File: config.mk
export PLATFORM = sky130hd
export DESIGN_NAME = bist_fail_logger_flat
export DESIGN_NICKNAME = d
export VERILOG_FILES = /design/src/rtl/bist_pkg.sv /design/src/rtl/bist_fail_logger_if.sv /design/src/rtl/bist_log_fifo.sv /design/src/rtl/bist_fail_logger.sv /design/src/flat_wrapper.sv
export SDC_FILE = /design/constraint.sdc
export NUM_CORES = 1
export LEC_CHECK = 0
export ABC_AREA = 1
export BUFFER_PORTS_ARGS = -buffer_cell sky130_fd_sc_hd__buf_4
export CAP_MARGIN = 10
export CORE_MARGIN = 2
export CORE_UTILIZATION = 45
export DETAILED_ROUTE_END_ITERATION = 10
export GPL_ROUTABILITY_DRIVEN = 0
export PLACE_DENSITY_LB_ADDON = 0.15
export SYNTH_ARGS = -nofsm -noshare
export SYNTH_HDL_FRONTEND = slang
export SYNTH_HIERARCHICAL = 1
export SYNTH_SLANG_ARGS = --single-unit
File: constraint.sdc
create_clock -name clk -period 2.3 [get_ports clk]
set_clock_uncertainty 0.15 [all_clocks]
set_input_delay 0 -clock clk [delete_from_list [all_inputs] [get_ports clk]]
set_output_delay 0 -clock clk [all_outputs]
set_load 0.03 [all_outputs]
File: src/rtl/bist_pkg.sv
// Purpose: shared types and constants for the BIST failure logger slice.
// Latency: n/a (declarations only).
// Backpressure: n/a.
package bist_pkg;

    localparam int unsigned BIST_ADDR_W = 5;
    localparam int unsigned BIST_DATA_W = 8;

    // One log entry is {address, syndrome}.
    localparam int unsigned LOG_ENTRY_W = BIST_ADDR_W + BIST_DATA_W;

    typedef enum logic [1:0] {
        ST_IDLE   = 2'd0,
        ST_ACTIVE = 2'd1,
        ST_DONE   = 2'd2
    } state_t;

endpackage

File: src/rtl/bist_fail_logger_if.sv
// Purpose: bundle of the BIST-controller side and diagnostic-host side signals.
// Latency: n/a (wiring only).
// Backpressure: host drains via log_valid/log_pop; the compare stream has none.
// Ports: master = controller + host (drives compares, clr, pops); slave = logger.
interface bist_fail_logger_if #(
    parameter int unsigned ADDR_W = 5,
    parameter int unsigned DATA_W = 8,
    parameter int unsigned CNT_W  = 8
);
    logic              clr;
    logic              cmp_en;
    logic [ADDR_W-1:0] cmp_addr;
    logic [DATA_W-1:0] exp_data;
    logic [DATA_W-1:0] mem_data;
    logic              bist_done;
    logic              log_pop;
    logic              cmp_out;
    logic [CNT_W-1:0]  err_count;
    logic              log_valid;
    logic [ADDR_W-1:0] log_addr;
    logic [DATA_W-1:0] log_syndrome;
    logic              log_full;
    logic              log_overflow;
    logic              result_valid;
    logic              pass;

    modport master (
        output clr, cmp_en, cmp_addr, exp_data, mem_data, bist_done, log_pop,
        input  cmp_out, err_count, log_valid, log_addr, log_syndrome,
               log_full, log_overflow, result_valid, pass
    );

    modport slave (
        input  clr, cmp_en, cmp_addr, exp_data, mem_data, bist_done, log_pop,
        output cmp_out, err_count, log_valid, log_addr, log_syndrome,
               log_full, log_overflow, result_valid, pass
    );
endinterface

File: src/rtl/bist_log_fifo.sv
// Purpose: circular-buffer FIFO holding failure-log entries; head shown combinationally.
// Latency: push visible at head the cycle after the write edge.
// Backpressure: push while full (without a pop) is dropped; pop while empty is ignored.
// Ports: clk/reset, clr_i sync clear, push_i/push_dat_i, pop_i, head_dat_o, full_o, empty_o.
module bist_log_fifo #(
    parameter int unsigned WIDTH = 13,
    parameter int unsigned DEPTH = 4
) (
    input  logic             clk,
    input  logic             reset,
    input  logic             clr_i,
    input  logic             push_i,
    input  logic [WIDTH-1:0] push_dat_i,
    input  logic             pop_i,
    output logic [WIDTH-1:0] head_dat_o,
    output logic             full_o,
    output logic             empty_o
);
    localparam int unsigned PW = $clog2(DEPTH);
    localparam logic [PW:0] PTR_ONE = {{PW{1'b0}}, 1'b1};

    // Pointers carry an extra wrap bit so full and empty are distinguishable.
    logic [PW:0]      wr_ptr_q, wr_ptr_d;
    logic [PW:0]      rd_ptr_q, rd_ptr_d;
    logic [WIDTH-1:0] mem_q [DEPTH];
    logic             do_push;
    logic             do_pop;

    assign empty_o    = (wr_ptr_q == rd_ptr_q);
    assign full_o     = (wr_ptr_q[PW] != rd_ptr_q[PW]) &&
                        (wr_ptr_q[PW-1:0] == rd_ptr_q[PW-1:0]);
    assign head_dat_o = mem_q[rd_ptr_q[PW-1:0]];

    // A pop on a full FIFO frees the slot the same cycle, so the push may land.
    assign do_pop   = pop_i && !empty_o;
    assign do_push  = push_i && (!full_o || do_pop);
    assign wr_ptr_d = do_push ? wr_ptr_q + PTR_ONE : wr_ptr_q;
    assign rd_ptr_d = do_pop  ? rd_ptr_q + PTR_ONE : rd_ptr_q;

    always_ff @(posedge clk or posedge reset) begin
        if (reset) begin
            wr_ptr_q <= '0;
            rd_ptr_q <= '0;
            for (int i = 0; i < int'(DEPTH); i++) begin
                mem_q[i] <= '0;
            end
        end else if (clr_i) begin
            wr_ptr_q <= '0;
            rd_ptr_q <= '0;
        end else begin
            wr_ptr_q <= wr_ptr_d;
            rd_ptr_q <= rd_ptr_d;
            if (do_push) begin
                mem_q[wr_ptr_q[PW-1:0]] <= push_dat_i;
            end
        end
    end
endmodule

File: src/rtl/bist_fail_logger.sv
// Purpose: BIST response analyser - flags mismatches, counts them, logs first failures.
// Latency: 1 cycle from compare strobe to cmp_out/err_count/log update.
// Backpressure: none on compares; full log drops entries and sets sticky log_overflow.
// Ports: clk, reset (async, active-high), bus (slave modport of bist_fail_logger_if).
// Option: define BIST_FAIL_DEDUP_EN to suppress logging a repeat of the last pushed address.
module bist_fail_logger
    import bist_pkg::*;
#(
    parameter int unsigned ADDR_W    = BIST_ADDR_W,
    parameter int unsigned DATA_W    = BIST_DATA_W,
    parameter int unsigned LOG_DEPTH = 4,
    parameter int unsigned CNT_W     = 8
) (
    input  logic                 clk,
    input  logic                 reset,
    bist_fail_logger_if.slave    bus
);
    localparam int unsigned ENTRY_W = ADDR_W + DATA_W;
    localparam logic [CNT_W-1:0] CNT_ONE = {{(CNT_W-1){1'b0}}, 1'b1};

    state_t             state_q, state_d;
    logic               cmp_out_q, cmp_out_d;
    logic [CNT_W-1:0]   err_cnt_q, err_cnt_d;
    logic               ovf_q, ovf_d;
    logic               cmp_take;
    logic               mismatch;
    logic               dup;
    logic               push_req;
    logic               push_ok;
    logic [DATA_W-1:0]  syndrome;
    logic [ENTRY_W-1:0] head_dat;
    logic               fifo_full;
    logic               fifo_empty;

    // ---------------- FSM: state register ----------------
    always_ff @(posedge clk or posedge reset) begin
        if (reset) begin
            state_q <= ST_IDLE;
        end else if (bus.clr) begin
            state_q <= ST_IDLE;
        end else begin
            state_q <= state_d;
        end
    end

    // ---------------- FSM: next state ----------------
    always_comb begin
        state_d = state_q;
        case (state_q)
            ST_IDLE: begin
                // bist_done wins: a run with no compares goes straight to DONE.
                if (bus.bist_done)   state_d = ST_DONE;
                else if (bus.cmp_en) state_d = ST_ACTIVE;
            end
            ST_ACTIVE: if (bus.bist_done) state_d = ST_DONE;
            ST_DONE:   state_d = ST_DONE;
            default:   state_d = ST_IDLE;
        endcase
    end

    // ---------------- FSM: outputs ----------------
    always_comb begin
        cmp_take         = bus.cmp_en && (state_q != ST_DONE);
        bus.result_valid = (state_q == ST_DONE);
        bus.pass         = (state_q == ST_DONE) && (err_cnt_q == '0);
    end

    // ---------------- comparator / dedup / counters ----------------
    assign syndrome = bus.exp_data ^ bus.mem_data;
    assign mismatch = cmp_take && (syndrome != '0);

`ifdef BIST_FAIL_DEDUP_EN
    logic [ADDR_W-1:0] last_addr_q;
    logic              last_vld_q;

    // Valid bit keeps address 0 from matching a cleared register.
    assign dup = last_vld_q && (last_addr_q == bus.cmp_addr);

    always_ff @(posedge clk or posedge reset) begin
        if (reset) begin
            last_addr_q <= '0;
            last_vld_q  <= 1'b0;
        end else if (bus.clr) begin
            last_addr_q <= '0;
            last_vld_q  <= 1'b0;
        end else if (push_ok) begin
            last_addr_q <= bus.cmp_addr;
            last_vld_q  <= 1'b1;
        end
    end
`else
    assign dup = 1'b0;
`endif

    assign push_req = mismatch && !dup;
    // Mirrors the FIFO acceptance rule: room, or a pop freeing a slot this cycle.
    assign push_ok  = push_req && (!fifo_full || bus.log_pop);

    always_comb begin
        cmp_out_d = mismatch;
        err_cnt_d = err_cnt_q;
        if (mismatch && (err_cnt_q != {CNT_W{1'b1}})) begin
            err_cnt_d = err_cnt_q + CNT_ONE;
        end
        ovf_d = ovf_q || (push_req && !push_ok);
    end

    always_ff @(posedge clk or posedge reset) begin
        if (reset) begin
            cmp_out_q <= 1'b0;
            err_cnt_q <= '0;
            ovf_q     <= 1'b0;
        end else if (bus.clr) begin
            cmp_out_q <= 1'b0;
            err_cnt_q <= '0;
            ovf_q     <= 1'b0;
        end else begin
            cmp_out_q <= cmp_out_d;
            err_cnt_q <= err_cnt_d;
            ovf_q     <= ovf_d;
        end
    end

    // ---------------- failure log ----------------
    bist_log_fifo #(
        .WIDTH (ENTRY_W),
        .DEPTH (LOG_DEPTH)
    ) u_log_fifo (
        .clk        (clk),
        .reset      (reset),
        .clr_i      (bus.clr),
        .push_i     (push_req),
        .push_dat_i ({bus.cmp_addr, syndrome}),
        .pop_i      (bus.log_pop),
        .head_dat_o (head_dat),
        .full_o     (fifo_full),
        .empty_o    (fifo_empty)
    );

    assign bus.cmp_out      = cmp_out_q;
    assign bus.err_count    = err_cnt_q;
    assign bus.log_overflow = ovf_q;
    assign bus.log_full     = fifo_full;
    assign bus.log_valid    = !fifo_empty;
    // Head fields read as zero when empty so stale storage never leaks out after clr.
    assign bus.log_addr     = fifo_empty ? '0 : head_dat[ENTRY_W-1:DATA_W];
    assign bus.log_syndrome = fifo_empty ? '0 : head_dat[DATA_W-1:0];
endmodule

File: src/flat_wrapper.sv
// flat-port wrapper written by rule: the top's interface ports become plain ports
module bist_fail_logger_flat import bist_pkg::*;
#(
    parameter int unsigned ADDR_W    = BIST_ADDR_W,
    parameter int unsigned DATA_W    = BIST_DATA_W,
    parameter int unsigned LOG_DEPTH = 4,
    parameter int unsigned CNT_W     = 8
)
  (clk, reset, bus_clr, bus_cmp_en, bus_cmp_addr, bus_exp_data, bus_mem_data, bus_bist_done, bus_log_pop, bus_cmp_out, bus_err_count, bus_log_valid, bus_log_addr, bus_log_syndrome, bus_log_full, bus_log_overflow, bus_result_valid, bus_pass);
  bist_fail_logger_if #(.ADDR_W(ADDR_W), .DATA_W(DATA_W), .CNT_W(CNT_W)) bus_i ();
  input  logic clk;
  input  logic reset;
  input wire logic [$bits(bus_i.clr)-1:0] bus_clr;
  input wire logic [$bits(bus_i.cmp_en)-1:0] bus_cmp_en;
  input wire logic [$bits(bus_i.cmp_addr)-1:0] bus_cmp_addr;
  input wire logic [$bits(bus_i.exp_data)-1:0] bus_exp_data;
  input wire logic [$bits(bus_i.mem_data)-1:0] bus_mem_data;
  input wire logic [$bits(bus_i.bist_done)-1:0] bus_bist_done;
  input wire logic [$bits(bus_i.log_pop)-1:0] bus_log_pop;
  output wire logic [$bits(bus_i.cmp_out)-1:0] bus_cmp_out;
  output wire logic [$bits(bus_i.err_count)-1:0] bus_err_count;
  output wire logic [$bits(bus_i.log_valid)-1:0] bus_log_valid;
  output wire logic [$bits(bus_i.log_addr)-1:0] bus_log_addr;
  output wire logic [$bits(bus_i.log_syndrome)-1:0] bus_log_syndrome;
  output wire logic [$bits(bus_i.log_full)-1:0] bus_log_full;
  output wire logic [$bits(bus_i.log_overflow)-1:0] bus_log_overflow;
  output wire logic [$bits(bus_i.result_valid)-1:0] bus_result_valid;
  output wire logic [$bits(bus_i.pass)-1:0] bus_pass;
  assign bus_i.clr = bus_clr;
  assign bus_i.cmp_en = bus_cmp_en;
  assign bus_i.cmp_addr = bus_cmp_addr;
  assign bus_i.exp_data = bus_exp_data;
  assign bus_i.mem_data = bus_mem_data;
  assign bus_i.bist_done = bus_bist_done;
  assign bus_i.log_pop = bus_log_pop;
  assign bus_cmp_out = bus_i.cmp_out;
  assign bus_err_count = bus_i.err_count;
  assign bus_log_valid = bus_i.log_valid;
  assign bus_log_addr = bus_i.log_addr;
  assign bus_log_syndrome = bus_i.log_syndrome;
  assign bus_log_full = bus_i.log_full;
  assign bus_log_overflow = bus_i.log_overflow;
  assign bus_result_valid = bus_i.result_valid;
  assign bus_pass = bus_i.pass;
  bist_fail_logger #(.ADDR_W(ADDR_W), .DATA_W(DATA_W), .LOG_DEPTH(LOG_DEPTH), .CNT_W(CNT_W)) u_core (.clk(clk), .reset(reset), .bus(bus_i));
endmodule
# After elaboration in Yosys (flattened, before gate mapping)
# Index checks and enable logic that the tools add are counted.
[totals]
word_cells = 74
out_inout_bits = 27
register_bits = 70
input_bits = 27
[op_classes]
eq_ne = 9
n_bitwise = 4
add_sub_neg = 3
magnitude_cmp = 3
muxes = 21
reduce_logical = 24
[op_table]
columns = ["operator", "n"]
rows = [
  ["52-bit bitwise mux", 1],
  ["13-bit two-way mux", 3],
  ["13-bit binary-select mux with 2-bit select", 1],
  ["13-bit demux with 2-bit select", 1],
  ["8-bit two-way mux", 3],
  ["3-bit two-way mux", 4],
  ["1-bit logical AND", 10],
  ["8-bit by 1-bit adder with 8-bit output (second input constant)", 1],
  ["8-bit logical NOT", 1],
  ["2-bit two-way mux", 4],
  ["8-bit != test (second input constant)", 1],
  ["8-bit nonzero test", 1],
  ["8-bit XOR", 1],
  ["3-bit by 1-bit adder with 3-bit output (second input constant)", 2],
  ["3-bit greater-or-equal comparator (second input constant)", 2],
  ["2-bit NOT with 3-bit output", 2],
  ["2-bit one-hot mux with 3 select lines", 1],
  ["2-bit nonzero test", 3],
  ["5-bit two-way mux", 1],
  ["4-bit != test (second input constant)", 1],
  ["2-bit AND reduction", 2],
  ["3-bit == test", 1],
  ["1-bit logical NOT", 3],
  ["1-bit logical OR", 3],
  ["10 further kinds", 11],
]

# Longest topological paths before layout
[depth]
depth_word = 9
ltp_mapped = 13
ltp_nobuf = 12

# Hierarchy
# The synthesis kept the hierarchy.
[modules_own_cells]
columns = ["module", "seq_area_each_um2", "area_per_inst_um2", "cells_per_inst", "n_inst"]
rows = [
  ["bist_log_fifo", 1451.4, 2798.9, 356, 1],
  ["bist_fail_logger", 300.3, 1108.6, 188, 1],
]

# Worst setup path after synthesis
# Ideal clock, no wire load.
[synth_path]
path_kind = "register -> output"
start = "register u_core.state_q[0]"
end = "output port bus_pass"
path_stages_with_launch = 5
n_path_buf = 0
required_ns = 2.150
arrival_ns = 1.866
slack_ns = 0.284
cell_sequence = "dfrtp_1 inv_1 ha_1 nand4_1 nor4_1"
[synth_between]
elab_chain_cells = 2
[synth_rtl]
columns = ["element", "line", "text"]
rows = [
  ["from (decl)", "bist_fail_logger.sv:21", "state_t state_q, state_d;"],
  ["from (signal assigned)", "bist_fail_logger.sv:42", "state_q <= state_d;"],
  ["2-bit == test", "--", ""],
  ["named net bus_result_valid", "flat_wrapper.sv:27", "output wire logic [$bits(bus_i.result_valid)-1:0] bus_result_valid;"],
  ["1-bit logical AND", "bist_fail_logger.sv:65", "bus.pass = (state_q == ST_DONE) && (err_cnt_q == '0);"],
  ["to (decl)", "flat_wrapper.sv:28", "output wire logic [$bits(bus_i.pass)-1:0] bus_pass;"],
]
# The timed path passes the listed nets, and every way through them passes these cells.

# Worst setup path after layout
[layout_path]
start = "register u_core.state_q[0]"
end = "register u_core/u_log_fifo/mem_q[16] (netlist bit)"
[layout_between]
elab_chain_cells = 5
[layout_rtl]
columns = ["element", "line", "text"]
rows = [
  ["2-bit != test", "bist_fail_logger.sv:63", "cmp_take = bus.cmp_en && (state_q != ST_DONE);"],
  ["1-bit logical AND", "bist_fail_logger.sv:63", ""],
  ["1-bit logical AND", "bist_fail_logger.sv:70", "assign mismatch = cmp_take && (syndrome != '0);"],
  ["named net u_core.cmp_out_d", "bist_fail_logger.sv:22", "logic cmp_out_q, cmp_out_d;"],
  ["1-bit logical AND", "bist_log_fifo.sv:36", "assign do_push = push_i && (!full_o || do_pop);"],
  ["2-bit AND reduction (no line)", "--", ""],
  ["to (signal, indexed assignment)", "bist_log_fifo.sv:54", "mem_q[wr_ptr_q[PW-1:0]] <= push_dat_i;"],
  ["to (decl)", "bist_log_fifo.sv:25", "logic [WIDTH-1:0] mem_q [DEPTH];"],
]
# The timed path passes the listed nets, and every way through them passes these cells.
# A chain may end at the register's enable or synchronous reset.

==> impl_metrics.tcl <==
set metrics [dict create \
    dp_cells 706 \
    insertedDiodeCount 0 \
    finalHoldViolations 0 \
    synthFlopType "dfrtp_1" \
    p_per_area_nw_per_um2 1050 \
    gr-total-overflow 0 \
    timing.slew.headroom_pct 60.3 \
    arrival_ns 2.22 \
    setup_viol 0 \
    grt_max_degree 35 \
    via_count 3641 \
    die_area_um2 9440 \
    status "finished clean" \
    max_freq_ghz 0.481 \
    synth_edf_count 0 \
    clkTransAtPathRegs_ns 0.07 \
    synth-seq-cells 70 \
    crit_type "reg2reg" \
    grt_pass1_wl_mm 17.2 \
    final_max_slew_viol_count 0 \
    cts.sinks 70 \
    crit_path_end_kind "flip-flop" \
    fin_cells 748 \
    dp_hpwl_mm 6.91 \
    synth.top_cell.area_share_pct 44.8 \
    cts_hold_buf 26 \
    rows 33 \
    h-tree-depth 3 \
    cts_resized 0 \
    io_buffers 53 \
    power_mw 5.30 \
    required_ns 2.44 \
    worst_slew_pin_slew_ns 0.595 \
    utilization_pct 60.5 \
    synth.distinct_cells 28 \
    dieHeight_um 97.2 \
    cp.buffers_inverters 3 \
    fillerInstances 772 \
    final_area_um2 5020 \
    drtAntennaViolNets 0 \
    path_cells "inv_1, ha_1, nor2_1, nand2_1, inv_1, nand3_4, nor2_2, buf_12, nand2_1, nand2_1" \
    worst_path_max_delay_cell "dfrtp_1" \
    grt_pass1_vias 3653 \
    critical-path-top-delay-family "simple AND/OR/NAND/NOR gates" \
    first_pass_iters 6 \
    worst_path_most_repeated_cell "nand2_1" \
    max_stage_delay_ns 0.38 \
    synth_top_area_cell "dfrtp_1" \
    avgSynthCellArea_um2 7.18 \
    ys_seq_area_share_pct 44.8 \
    area_growth_pct 28.5 \
    cts_setup_buffers 0 \
    cts_tree "done" \
    critPathLaunchType "flip-flop" \
    antenna_found_initial 0 \
    die_w_um 97.2 \
    netlist_area_um2 3910 \
    boundaryPins 54 \
    yosysWarnings 6 \
    core_area_um2 8300 \
    synth_area_leaders "dfrtp_1 45%, nand2_1 21%, inv_1 6.5%" \
    clk-insertion-delay-late_ns 0.34 \
    min_path_type "in2async" \
    routed_wl_mm 9.90 \
    cp_max_fo 9 \
    period_share_pct 90.3 \
    initial_utilization_pct 47.1 \
    postPlaceCellArea_um2 4540 \
    numCtsBuffers 9 \
    dr.first_iter.drc_count 183 \
    p_leak_nw 2.82 \
    ir_drop_uv 578 \
    maxCapViolCount 0 \
    postLayoutSetupSlackWorst_ns 0.223 \
    cts_max_path_buffers 2 \
    viasPerCell 4.87 \
    synthArstFlopShare_pct 100 \
    grt_usage_pct 22.4 \
    drc 0 \
    setup_tns_ns 0 \
    syn-num-nets 582 \
    layout_common_cells "221 x nand2_1, 73 x buf_4, 70 x dfrtp_1" \
    root_buffer "clkbuf_8" \
    synthCells 544 \
    layout_commonest_cell "nand2_1" \
    dpl_worst_slack_ns 0.234 \
    period_needed_ns 2.08 \
    layout.nets 676 \
    drive_gt1_share_pct 17.1 \
    rsz0062_at_grt "false" \
    fin_hold_ws_ns 0.0822 \
    post_drt_wl_per_cell_um 13.2 \
]
[where the power goes]
part	total [mW]	switching [mW]	internal (mW)
Sequential	1.92	0.258	1.67
Combinational	2.26	1.38	0.881
Clock	1.11	0.472	0.643
Total	5.30	2.11	3.19
[cells in the mapped netlist, types with 5 or more instances]
cell / n
buf_2: 6
nand3_1: 16
ha_1: 11
inv_1: 68
nor2_1: 57
dfrtp_1: 70
nand2_1: 221
clkbuf_1: 7
o21ai_0: 33
nand4_1: 7
o22ai_1: 13
nand2_2: 5
[worst register-to-register path, stage by stage (launching register included)]
cell and delay (ns):
dfrtp_1 0.38, inv_1 0.08, ha_1 0.23, nor2_1 0.23
nand2_1 0.11, inv_1 0.19, nand3_4 0.14, nor2_2 0.25
buf_12 0.17, nand2_1 0.05, nand2_1 0.05
[routing by layer]
layer	part of all wire (%)	track usage, %	vias up
met2	49	39.7	77
met5	0	0	-
met3	5.0	4.24	11
met1	45	27.7	1694
li1	-	-	1859
met4	1.1	6.61	0
[layout make-up]
type,instances,area [um^2],share of cell area [%]
clock buffers,11,141,2.82
inverters,70,263,5.23
repair buffers,102,868,17.3
clock inverters,5,82.6,1.64
flip-flops and latches,70,1750,34.9
multi-input cells,385,1780,35.5
well taps,105,131,2.62
[sequential cells by signal, summed over array words and instances (netlist names)]
| register | cells |
|---|---|
| u_core/bus.cmp_out | 1 |
| u_core/bus.err_count | 8 |
| u_core/bus.log_overflow | 1 |
| u_core/state_q | 2 |
| u_core/u_log_fifo/mem_q | 52 |
| u_core/u_log_fifo/rd_ptr_q | 3 |
| u_core/u_log_fifo/wr_ptr_q | 3 |
[logic make-up (layout without fill, tap and decap cells)]
family	count (synthesis)	count (layout)	share of synthesized area (%)
AND/OR/NAND/NOR	319	319	34.0
buffers and inverters	89	188	9.51
flip-flops	70	70	44.8
AO/OA/AOI/OAI	49	49	6.76
adder cells (fa/ha/maj)	11	11	3.52
XOR/XNOR	6	6	1.34
[worst paths after layout]
check | start | endpoint | slack [ns] | depth (start not counted)
setup / recovery | u_core/state_q[0] | u_core/u_log_fifo/mem_q[16] | 0.22 | 10
hold / removal | reset | u_core/bus.err_count[5] | 0.08 | 3
setup reg to reg | u_core/state_q[0] | u_core/u_log_fifo/mem_q[16] | 0.22 | 10
hold reg to reg | u_core/u_log_fifo/mem_q[26] | u_core/u_log_fifo/mem_q[26] | 0.33 | 2
max in group asynchronous | reset | u_core/u_log_fifo/mem_q[36] | 1.29 | 4
min in group clk | bus_exp_data[4] | u_core/bus.cmp_out | 0.17 | 8
Note: power is estimated with default switching activity, not from simulation.
